`src/rtl/game_state_controller.sv`:
```
// Breakout-style game sequencer: start/serve/play/miss/over flow, BCD score and lives.
// Frame timing comes from rising edges of vsync; every update is on the rising edge of clk.
module game_state_controller #(
  parameter int unsigned INIT_LIVES   = 3,
  parameter int unsigned SERVE_FRAMES = 60,
  parameter int unsigned MISS_FRAMES  = 30
) (
  input  logic       clk,
  input  logic       reset,
  input  logic       vsync,
  input  logic       start,
  input  logic       brick_hit,
  input  logic       ball_lost,
  output logic [3:0] score0,
  output logic [3:0] score1,
  output logic [3:0] lives,
  output logic       ball_enable,
  output logic       serve,
  output logic       game_over
);

  // state    | meaning
  // ST_IDLE  | powered up, waiting for a start press
  // ST_SERVE | ball parked at centre, counting SERVE_FRAMES frame ticks
  // ST_PLAY  | ball live; bricks score, a lost ball costs a life
  // ST_MISS  | pause after a lost ball, counting MISS_FRAMES frame ticks
  // ST_OVER  | no lives left, waiting for a fresh start press
  typedef enum logic [2:0] {
    ST_IDLE  = 3'd0,
    ST_SERVE = 3'd1,
    ST_PLAY  = 3'd2,
    ST_MISS  = 3'd3,
    ST_OVER  = 3'd4
  } state_t;

  localparam logic [7:0] SERVE_TC   = 8'(SERVE_FRAMES);
  localparam logic [7:0] MISS_TC    = 8'(MISS_FRAMES);
  localparam logic [3:0] LIVES_INIT = 4'(INIT_LIVES);

  state_t     state;
  state_t     state_nxt;
  logic       vsync_q;
  logic       start_q;
  logic       frame_tick;
  logic       start_edge;
  logic [7:0] frame_cnt;
  logic [7:0] frame_inc;
  logic       serve_done;
  logic       miss_done;
  logic       score_max;

  always_ff @(posedge clk) begin
    if (reset) begin
      vsync_q <= 1'b0;
      start_q <= 1'b0;
    end else begin
      vsync_q <= vsync;
      start_q <= start;
    end
  end

  assign frame_tick = vsync & ~vsync_q;
  assign start_edge = start & ~start_q;
  assign frame_inc  = frame_cnt + 8'd1;
  assign serve_done = frame_tick && (frame_inc == SERVE_TC);
  assign miss_done  = frame_tick && (frame_inc == MISS_TC);
  assign score_max  = (score1 == 4'd9) && (score0 == 4'd9);

  always_ff @(posedge clk) begin
    if (reset) begin
      state <= ST_IDLE;
    end else begin
      state <= state_nxt;
    end
  end

  always_comb begin
    state_nxt = state;
    case (state)
      ST_IDLE, ST_OVER: begin
        if (start_edge) state_nxt = ST_SERVE;
      end
      ST_SERVE: begin
        if (serve_done) state_nxt = ST_PLAY;
      end
      ST_PLAY: begin
        if (ball_lost) state_nxt = (lives <= 4'd1) ? ST_OVER : ST_MISS;
      end
      ST_MISS: begin
        if (miss_done) state_nxt = ST_SERVE;
      end
      default: state_nxt = ST_IDLE;
    endcase
  end

  always_comb begin
    ball_enable = (state == ST_PLAY);
    game_over   = (state == ST_OVER);
  end

  // serve is registered so it lines up with the first cycle of every SERVE visit
  always_ff @(posedge clk) begin
    if (reset) begin
      serve <= 1'b0;
    end else begin
      serve <= (state_nxt == ST_SERVE) && (state != ST_SERVE);
    end
  end

  always_ff @(posedge clk) begin
    if (reset) begin
      score0    <= 4'd0;
      score1    <= 4'd0;
      lives     <= LIVES_INIT;
      frame_cnt <= 8'd0;
    end else begin
      case (state)
        ST_IDLE, ST_OVER: begin
          if (start_edge) begin
            score0    <= 4'd0;
            score1    <= 4'd0;
            lives     <= LIVES_INIT;
            frame_cnt <= 8'd0;
          end
        end
        ST_SERVE: begin
          if (frame_tick) frame_cnt <= serve_done ? 8'd0 : frame_inc;
        end
        ST_PLAY: begin
          if (brick_hit && !score_max) begin
            if (score0 == 4'd9) begin
              score0 <= 4'd0;
              score1 <= score1 + 4'd1;
            end else begin
              score0 <= score0 + 4'd1;
            end
          end
          if (ball_lost) begin
            lives     <= (lives != 4'd0) ? lives - 4'd1 : 4'd0;
            frame_cnt <= 8'd0;
          end
        end
        ST_MISS: begin
          if (frame_tick) frame_cnt <= miss_done ? 8'd0 : frame_inc;
        end
        default: frame_cnt <= 8'd0;
      endcase
    end
  end

endmodule

```
`config.mk`:
```
export PLATFORM = sky130hd
export DESIGN_NAME = game_state_controller
export DESIGN_NICKNAME = d
export VERILOG_FILES = /design/src/rtl/game_state_controller.sv
export SDC_FILE = /design/constraint.sdc
export NUM_CORES = 1
export LEC_CHECK = 0
export BUFFER_PORTS_ARGS = -buffer_cell sky130_fd_sc_hd__buf_2
export CELL_PAD_IN_SITES_DETAIL_PLACEMENT = 1
export CELL_PAD_IN_SITES_GLOBAL_PLACEMENT = 2
export CORE_UTILIZATION = 30
export CTS_CLUSTER_DIAMETER = 150
export DETAILED_ROUTE_END_ITERATION = 10
export GPL_TIMING_DRIVEN = 1
export PLACE_DENSITY_LB_ADDON = 0.1
export SLEW_MARGIN = 20
export SYNTH_ARGS = -nofsm -noshare
export SYNTH_HDL_FRONTEND = slang
export SYNTH_SLANG_ARGS = --single-unit
```
`constraint.sdc`:
```
create_clock -name clk -period 1.92 [get_ports clk]
set_clock_uncertainty 0.2 [all_clocks]
set_input_delay 0.384 -clock clk [delete_from_list [all_inputs] [get_ports clk]]
set_output_delay 0.384 -clock clk [all_outputs]
set_load 0.01 [all_outputs]
```
==> results of run 1 <==
==> through the flow <==
step | cell area [sq um] | worst slack (ps) | power (mW) | TNS [ps]
2_1_floorplan | 1430 | 34.3 | 0.636 | 0
3_3_place_gp | 1720 | 9.65 | 0.682 | 0
3_5_place_dp | 1720 | -78.2 | 0.685 | -192
4_1_cts | 1790 | 4.84 | 1.06 | 0
5_1_grt | 1860 | -15.0 | 1.10 | -30.0
6_report | 1860 | 78.5 | 1.04 | 0
==> worst paths after layout <==
check	slack (ps)	endpoint	from	cells past startpoint
worst max-delay path	80	score1[3]	state[2]	8
worst min-delay path	130	vsync_q	vsync	2
worst max register to register	80	score1[3]	state[2]	8
worst min register to register	290	frame_cnt[7]	frame_cnt[7]	2
==> sequential cells by signal (all words and copies together), names as in the netlist <==
name	count
frame_cnt	8
lives	4
score0	4
score1	4
serve	1
start_q	1
state	3
vsync_q	1
==> placed cells by master (no fill, tap or decap), types with 2 or more instances in the layout <==
cell      instances
nand3b_1          3
nand2b_1          7
xor2_1            4
nand2_1          10
a31oi_1           2
nand3_1           4
nor2b_1           7
or4_1             2
o21ai_0           4
ha_1              6
dfxtp_2           3
dfxtp_4           3
buf_4            22
nand4_1           3
a22oi_1           2
a21oi_1          13
o211ai_1          3
dfxtp_1          20
nor3b_1           2
o21ai_1           2
and3b_1           2
nor2b_2           2
inv_1             3
or3_1             3
nor2_1           26
buf_2            20
nor3_1            4
mux2i_1           2
clkbuf_8          4
or2_2             3
a211o_1           2
==> kinds of logic (layout without fill, tap and decap cells) <==
logic type | Yosys count | count (layout)
and+or+nand+nor | 88 | 88
AOI/OAI and AO/OA | 37 | 37
DFF | 26 | 26
adders and majority gates | 7 | 7
buffers and inverters | 7 | 50
xor gates and xnor gates | 5 | 5
muxes | 2 | 2
==> where the power goes <==
group,total [mW],switching (mW),internal [mW]
Combinational,0.114,0.0649,0.0491
Clock,0.367,0.184,0.184
Sequential,0.559,0.0133,0.546
==> what timing repair did <==
item	in CTS	in global routing
gates resized for setup	4	15
endpoints found under the hold margin	0	0
setup buffers	1	3
pin swaps	1	7
endpoints found under the setup margin	4	18
==> per-layer routing <==
layer  share of wire, %  routed length, um  GRT usage (%)  vias up
li1                   -                  -              -      689
met1                 49               1840           20.2      671
met2                 48               1810           27.4       15
met3                2.1                 78           2.99        4
met4               0.66                 25           3.11        0
met5                  0                  0              0        -
==> final cells by class <==
class                   instances  area share [%]
clock buffers                   4            2.96
repair buffers                 42            14.3
inverters                       4            1.08
flip-flops and latches         26            28.8
well taps                      52            3.50
multi-input cells             139            49.4
==> results.yml, run 1 <==
min_path:
  min_path_type: "in -> reg"
synth:
  synth_area_sq_um: 1430
  synth_ff_type: "dfxtp_1"
  synth_edf_count: 0
  syn_nets: 185
  synth.mux.area_fraction_pct: 1.40
  yosys.area_share.simple_pct: 34.0
  synthDistinctLibCells: 46
  yosysSeqAreaShare_pct: 36.4
  synth_cells: 172
  synth_common_cells: "26 x dfxtp_1, 26 x nor2_1, 13 x a21oi_1"
  synth_top_family_by_area: "simple AND/OR/NAND/NOR gates"
  ys_warn_count: 0
  synthArstFlopShare_pct: 0
  synth-seq-cells: 26
  ys_top_cells_by_area: "dfxtp_1 36%, nor2_1 6.8%, ha_1 6.1%"
  synth_top_area_cell: "dfxtp_1"
  synth_compound_area_share_pct: 16.8
  synthXorXnorAreaFrac_pct: 3.06
  syn-mean-instance-area_sq_um: 8.32
  synthAdderAreaFrac_pct: 6.12
  synth_top_area_share_pct: 36.4
timing:
  rsz0062_at_grt: "true"
  whs_ps: 134
  maxSlewViolCount: 0
  layout_worst_path_cycle_share_pct: 95.9
  maxSlewHeadroom_pct: 73.2
  fmax_ghz: 0.543
  setup_viol: 0
  layout_min_cycle_time_ps: 1840
  worst_slew_pin_slew_ps: 402
  hold_viol: 0
route:
  num_vias: 1379
  drc: 0
  ant_nets: 0
  wl_per_cell_um: 14.1
  avgViaCountPerCell: 5.16
  wl_mm: 3.76
  drt_first_pass_iters: 5
  initialDrtViolationCount: 16
cts:
  cts_tree: "built"
  clk_pin_slew_ps: 100
  insertion_delay_ps: 270
  postCtsHoldBufs: 0
  cts_buffer_depth: 2
  h-tree-depth: 1
  cts.sinks: 26
  clockRootBuffer: "clkbuf_8"
  cts-buffers-inserted: 3
placement:
  portBuffers: 20
  dp_hpwl_mm: 2.82
  dp_cells: 259
  gp_congestion: 0.734
floorplan:
  fp.dieH_um: 71.1
  initial_core_util_pct: 32.0
  chipWidth_um: 71.1
  die_area_sq_um: 5050
  core_sq_um: 4470
  rows: 24
  pin_count: 21
global_route:
  grt_max_degree: 21
  grt_overflow: 0
  grt_pass1_wl_mm: 6.27
  grt_pass1_vias: 1342
  track_usage_pct: 15.7
  antenna_found_initial: 0
finish:
  regArea_sq_um: 536
  multi_input_area_sq_um: 920
  finalNonFillerCells: 267
  syn_to_final_growth_pct: 30.0
  layout.nets: 229
  drive_gt1_share_pct: 32.1
  fin_util_pct: 41.6
  n_antenna_cell: 0
  fillerInstances: 548
pwr:
  ir_drop_mv: 0.357
  power.leakage_nw: 0.739
  powerDensity_nw_per_um2: 559
worst_setup_path:
  crit_path_top_delay_cell: "dfxtp_1"
  worstSetupEndpointType: "register"
  worstPathArrival_ps: 1820
  worstPathMaxFanout: 6
  critPathMaxStageDelay_ps: 320
  critPathTopFamily: "simple AND/OR/NAND/NOR gates"
  worstPathRequired_ps: 1900
  cp_num_buf_inv: 1
  crit_chain: "nand2b_4, or2_4, clkinv_4, a31oi_2, a21oi_2, nand4_1, xor2_1, nor2_1"
  cp-start-kind: "register"
  crit_type: "reg -> reg"
run:
  maxCapViolCount: 0
run_status:
  status: "finished clean"
Note: power is estimated with default switching activity, not from simulation.
==> run 2, diff against run 1 <==
--- a/config.mk
+++ b/config.mk
@@ -5,12 +5,13 @@
 export SDC_FILE = /design/constraint.sdc
 export NUM_CORES = 1
 export LEC_CHECK = 0
-export BUFFER_PORTS_ARGS = -buffer_cell sky130_fd_sc_hd__buf_2
 export CELL_PAD_IN_SITES_DETAIL_PLACEMENT = 1
 export CELL_PAD_IN_SITES_GLOBAL_PLACEMENT = 2
-export CORE_UTILIZATION = 30
+export CORE_MARGIN = 3
+export CORE_UTILIZATION = 33
 export CTS_CLUSTER_DIAMETER = 150
 export DETAILED_ROUTE_END_ITERATION = 10
+export DONT_BUFFER_PORTS = 1
 export GPL_TIMING_DRIVEN = 1
 export PLACE_DENSITY_LB_ADDON = 0.1
 export SLEW_MARGIN = 20
==> results.yml, run 2 (synthesized netlist as in run 1, its figures left out) <==
cts:
  cts.sinks: 26
  cts-buffers-inserted: 3
  postCtsHoldBufs: 2
  h-tree-depth: 1
  cts_buffer_depth: 2
  clk_pin_slew_ps: 90
  cts_tree: "built"
  clockRootBuffer: "clkbuf_8"
  insertion_delay_ps: 270
global_route:
  grt_max_degree: 21
  track_usage_pct: 15.4
  antenna_found_initial: 0
  grt_pass1_wl_mm: 6.34
  grt_pass1_vias: 1360
  grt_overflow: 0
worst_setup_path:
  rr_worst_depth: 6
  worstSetupEndpointType: "register"
  crit_type: "reg -> reg"
  cp-start-kind: "register"
  worstPathArrival_ps: 1880
  worstPathMaxFanout: 7
  worstPathRequired_ps: 1930
timing:
  layout_worst_path_cycle_share_pct: 97.3
  maxSlewViolCount: 0
  hold_viol: 15
  setup_viol: 0
  fin_ws_ps: 52.8
  layout_min_cycle_time_ps: 1870
  maxSlewHeadroom_pct: 67.2
  rsz0062_at_grt: "true"
  worst_slew_pin_slew_ps: 491
  whs_ps: -36.9
  fmax_ghz: 0.536
floorplan:
  rows: 23
  pin_count: 21
  chipWidth_um: 71.9
  die_area_sq_um: 5160
  initial_core_util_pct: 35.0
  core_sq_um: 4090
  fp.dieH_um: 71.9
pwr:
  p_seq_share_pct: 54.1
  switchingPower_uw: 245
  p_sw_share_pct: 23.9
  intPower_uw: 782
  power.total_mw: 1.03
  clockPowerShare_pct: 35.1
  powerDensity_nw_per_um2: 587
  combPwrFrac_pct: 10.8
  ir_drop_mv: 0.257
  power.leakage_nw: 0.646
finish:
  layout.nets: 211
  final_cell_mix: "26 x nor2_1, 22 x dfxtp_1, 22 x buf_4"
  largest_register_ffs: 8
  n_antenna_cell: 0
  finalNonFillerCells: 247
  syn_to_final_growth_pct: 22.3
  drive_gt1_share_pct: 22.8
  layout_commonest_cell: "nor2_1"
  top_register: "frame_cnt"
  fillerInstances: 510
placement:
  dp_hpwl_mm: 2.86
  portBuffers: 0
  dp_cells: 237
  gp_congestion: 0.781
  pre_cts_ws_ps: -39.3
route:
  avgViaCountPerCell: 5.42
  initialDrtViolationCount: 34
  wl_mm: 3.74
  ant_nets: 0
  wl_per_cell_um: 15.1
  drc: 0
  drt_first_pass_iters: 4
  num_vias: 1339
run:
  maxCapViolCount: 0
min_path:
  holdPathStages: 1
  min_path_type: "in -> reg"
run_status:
  status: "complete, but fails checks"
  violations: "negative hold slack"
run 2: worst max-delay path, stage by stage, from the launching register on:
cell	delay, ps
dfxtp_4	390
nand3_2	100
or3_4	390
and4_4	210
o21ai_4	230
a41oi_1	160
a21oi_1	130
run 2: metal layers:
layer | vias up | routed length [um] | GRT usage, %
met5 | - | 0 | 0
met4 | 0 | 65 | 5.64
met3 | 8 | 130 | 3.09
met2 | 19 | 1930 | 27.3
met1 | 655 | 1610 | 18.2
li1 | 657 | - | -
run 2: power groups by stage:
| stage | combinational, mW | sequential (mW) | clock (mW) |
|---|---|---|---|
| after global routing | 0.123 | 0.557 | 0.401 |
| final | 0.111 | 0.556 | 0.360 |
| after global placement | 0.0965 | 0.570 | 0 |
| after detailed placement | 0.101 | 0.570 | 0 |
| after floorplan | 0.0647 | 0.571 | 0 |
| after CTS | 0.104 | 0.558 | 0.381 |
run 2: final timing paths:
| check | start | endpoint | slack (ps) |
|---|---|---|---|
| max reg2reg | frame_cnt[1] | frame_cnt[4] | 50 |
| max | frame_cnt[1] | frame_cnt[4] | 50 |
| min reg2reg | frame_cnt[7] | frame_cnt[7] | 290 |
| min | reset | state[1] | -40 |
run 2: area by class of cell:
type                       count  area (sq um)  share of cell area [%]
inverter                       4          22.5                    1.29
clock buffer                   4          55.1                    3.15
timing repair buffer          24           185                    10.6
tap                           50          62.6                    3.57
sequential                    26           531                    30.3
multi-input combinational    139           895                    51.1
run 2: repair_timing:
action / 4_1_cts / 5_1_grt
endpoints found under the setup margin: 4 / 16
pin swaps: 0 / 5
hold endpoints to repair: 18 / 16
resized for setup: 2 / 10
buffers inserted: 0 / 4
run 2: stage by stage:
| step | instance area (sq um) | util, % | setup TNS, ps | hold WS (ps) |
|---|---|---|---|---|
| global route | 1750 | 42.8 | -172 | -56.4 |
| finish | 1750 | 42.8 | 0 | -36.9 |
| detailed placement | 1620 | 39.6 | -81.3 | 260 |
| floorplan | 1430 | - | 0 | 258 |
| global placement | 1620 | 39.6 | 0 | 257 |
| CTS | 1690 | 41.5 | 0 | -47.7 |
==> run 3, diff against run 2 <==
--- a/config.mk
+++ b/config.mk
@@ -5,15 +5,16 @@
 export SDC_FILE = /design/constraint.sdc
 export NUM_CORES = 1
 export LEC_CHECK = 0
+export ABC_AREA = 1
 export CELL_PAD_IN_SITES_DETAIL_PLACEMENT = 1
 export CELL_PAD_IN_SITES_GLOBAL_PLACEMENT = 2
 export CORE_MARGIN = 3
-export CORE_UTILIZATION = 33
+export CORE_UTILIZATION = 30
 export CTS_CLUSTER_DIAMETER = 150
 export DETAILED_ROUTE_END_ITERATION = 10
 export DONT_BUFFER_PORTS = 1
 export GPL_TIMING_DRIVEN = 1
-export PLACE_DENSITY_LB_ADDON = 0.1
+export PLACE_DENSITY = 0.73
 export SLEW_MARGIN = 20
 export SYNTH_ARGS = -nofsm -noshare
 export SYNTH_HDL_FRONTEND = slang
==> results.yml, run 3 <==
finish:
  fin_util_pct: 38.5
  n_antenna_cell: 0
  layout_commonest_cell: "nand2_1"
  final_cell_mix: "51 x nand2_1, 36 x nor2_1, 27 x inv_1"
  multi_input_area_sq_um: 943
  syn_to_final_growth_pct: 20.9
  fillerInstances: 654
  layout.nets: 259
  regArea_sq_um: 527
  final_area_sq_um: 1850
  top_register: "frame_cnt"
  drive_gt1_share_pct: 25.7
  finalNonFillerCells: 312
  largest_register_ffs: 8
synth:
  synth_cells: 231
  synthAdderAreaFrac_pct: 5.71
  synth_most_common_cell: "nand2_1"
  synth_top_family_by_area: "simple AND/OR/NAND/NOR gates"
  synth_top_area_cell: "dfxtp_1"
  synthXorXnorAreaFrac_pct: 1.71
  yosysSeqAreaShare_pct: 33.9
  synth-seq-cells: 26
  yosys.area_share.simple_pct: 35.6
  synth_edf_count: 0
  ys_warn_count: 0
  synth.mux.area_fraction_pct: 0
  syn_nets: 244
  synth_common_cells: "59 x nand2_1, 41 x nor2_1, 28 x inv_1"
  synth_ff_type: "dfxtp_1"
  synthDistinctLibCells: 30
  synthArstFlopShare_pct: 0
  synth_compound_area_share_pct: 12.9
  syn-mean-instance-area_sq_um: 6.64
  synth_top_area_share_pct: 33.9
  synth_area_sq_um: 1530
  ys_top_cells_by_area: "dfxtp_1 34%, nand2_1 14%, nor2_1 10%"
route:
  initialDrtViolationCount: 58
  routed-wl-met3_um: 102
  routed.top_layer: "met4"
  drt_first_pass_iters: 3
  num_vias: 1416
  ant_nets: 0
  wl_met1_mm: 1.83
  drc: 0
  wl_mm: 3.91
  wl_met2_mm: 1.95
  avgViaCountPerCell: 4.54
  wl_per_cell_um: 12.5
min_path:
  min_path_type: "in -> reg"
  min_from: "start"
  holdPathStages: 2
  hold_end: "start_q"
timing:
  maxSlewViolCount: 0
  fmax_ghz: 0.550
  layout_min_cycle_time_ps: 1820
  hold_viol: 0
  layout_worst_path_cycle_share_pct: 94.7
  rsz0062_at_grt: "true"
  setup_viol: 0
  maxSlewHeadroom_pct: 47.4
  whs_ps: 9.40
  fin_ws_ps: 101
  worst_slew_pin_slew_ps: 787
floorplan:
  die_area_sq_um: 6010
  pin_count: 21
  fp.dieH_um: 77.5
  core_sq_um: 4820
  initial_core_util_pct: 31.8
  chipWidth_um: 77.5
  rows: 25
placement:
  gp_congestion: 0.755
  portBuffers: 0
  dp_cells: 305
  placedInstanceArea_sq_um: 1680
  pre_cts_ws_ps: 96.2
  dp_hpwl_mm: 2.91
worst_setup_path:
  cp-start-kind: "register"
  worstSetupEndpointType: "register"
  r2r-end: "frame_cnt[3]"
  critPathMaxStageDelay_ps: 330
  rr_worst_depth: 12
  r2r_slack_ps: 100
  worstPathRequired_ps: 1850
  worstPathArrival_ps: 1750
  crit_type: "reg -> reg"
  crit_path_top_delay_cell: "dfxtp_1"
  crit_chain: "buf_4, inv_2, ha_1, inv_1, nor2_1, nand3_1, nor2_2, nand3_2, nand2_4, nand2_8, nand2_1, a21oi_2"
  worstPathMaxFanout: 6
  rr_startpoint: "frame_cnt[1]"
cts:
  cts-buffers-inserted: 3
  clk_pin_slew_ps: 90
  cts_tree: "built"
  cts_buffer_depth: 2
  h-tree-depth: 1
  insertion_delay_ps: 270
  cts.sinks: 26
  clockRootBuffer: "clkbuf_8"
run_status:
  status: "finished clean"
run:
  maxCapViolCount: 0
global_route:
  grt_pass1_vias: 1458
  grt_max_degree: 15
  grt_overflow: 0
  grt_pass1_wl_mm: 6.80
  track_usage_pct: 13.8
  antenna_found_initial: 0
pwr:
  ir_drop_mv: 0.281
  power.leakage_nw: 0.741
  powerDensity_nw_per_um2: 571
[run 3: cell count changes in the layout (fill, tap and decap cells not counted), sizes merged, moves of 8 or more]
cell	before	now
nand2	10	63
nand3	5	19
buf	22	13
nor2b	9	0
nor2	26	43
inv	4	33
nand2b	8	0
[run 3: final cells by class]
class	instances	share of cell area, %
Clock buffer	4	2.97
Inverter	33	6.68
Multi-Input combinational cell	167	50.9
Sequential cell	26	28.4
Timing Repair Buffer	15	6.55
Tap cell	67	4.52
[run 3: kinds of logic (layout without fill, tap and decap cells)]
kind of cell / count (synthesis) / in the layout
AND/OR/NAND/NOR: 128 / 128
buffers and inverters: 38 / 52
AO/OA/AOI/OAI: 29 / 29
flip-flops: 26 / 26
adder cells (fa/ha/maj): 7 / 7
XOR/XNOR: 3 / 3
[run 3: repair_timing]
| item | CTS | global route |
|---|---|---|
| gates resized for setup | 0 | 30 |
| endpoints found under the setup margin | 0 | 15 |
| hold buffers | 2 | 0 |
| setup buffers | 0 | 1 |
| endpoints found under the hold margin | 14 | 0 |
[run 3: through the flow]
step / total power, mW / TNS [ps]
final: 1.06 / 0
after global routing: 1.14 / -20.9
after CTS: 1.07 / 0
after detailed placement: 0.692 / 0
after global placement: 0.694 / 0
after floorplan: 0.665 / 0
[run 3: per-layer routing]
layer | track usage (%) | up-vias
met2 | 23.7 | 13
met1 | 18.3 | 651
met3 | 2.44 | 4
met5 | 0 | -
met4 | 2.67 | 0
li1 | - | 748
[run 3: worst max path at each step]
stage,start,cells past startpoint,to
2_1_floorplan,frame_cnt[0],10,frame_cnt[3]
3_3_place_gp,frame_cnt[0],10,state[1]
3_5_place_dp,frame_cnt[0],10,state[1]
4_1_cts,frame_cnt[0],10,frame_cnt[2]
5_1_grt,frame_cnt[1],11,frame_cnt[4]
6_report,frame_cnt[1],12,frame_cnt[3]
[run 3: report_power, final]
group / total [mW] / internal, mW / switching (mW)
registers: 0.563 / 0.552 / 0.0105
logic: 0.133 / 0.0460 / 0.0871
clock network: 0.363 / 0.184 / 0.180
total: 1.06 / 0.782 / 0.277
[run 3: worst max-delay path: cells and delay by family, from the launching register on]
family,cells,cell delay [ps]
and+or+nand+nor,7,700
buffers and inverters,3,250
adders and majority gates,1,140
AOI/OAI and AO/OA,1,50
DFF,1,330
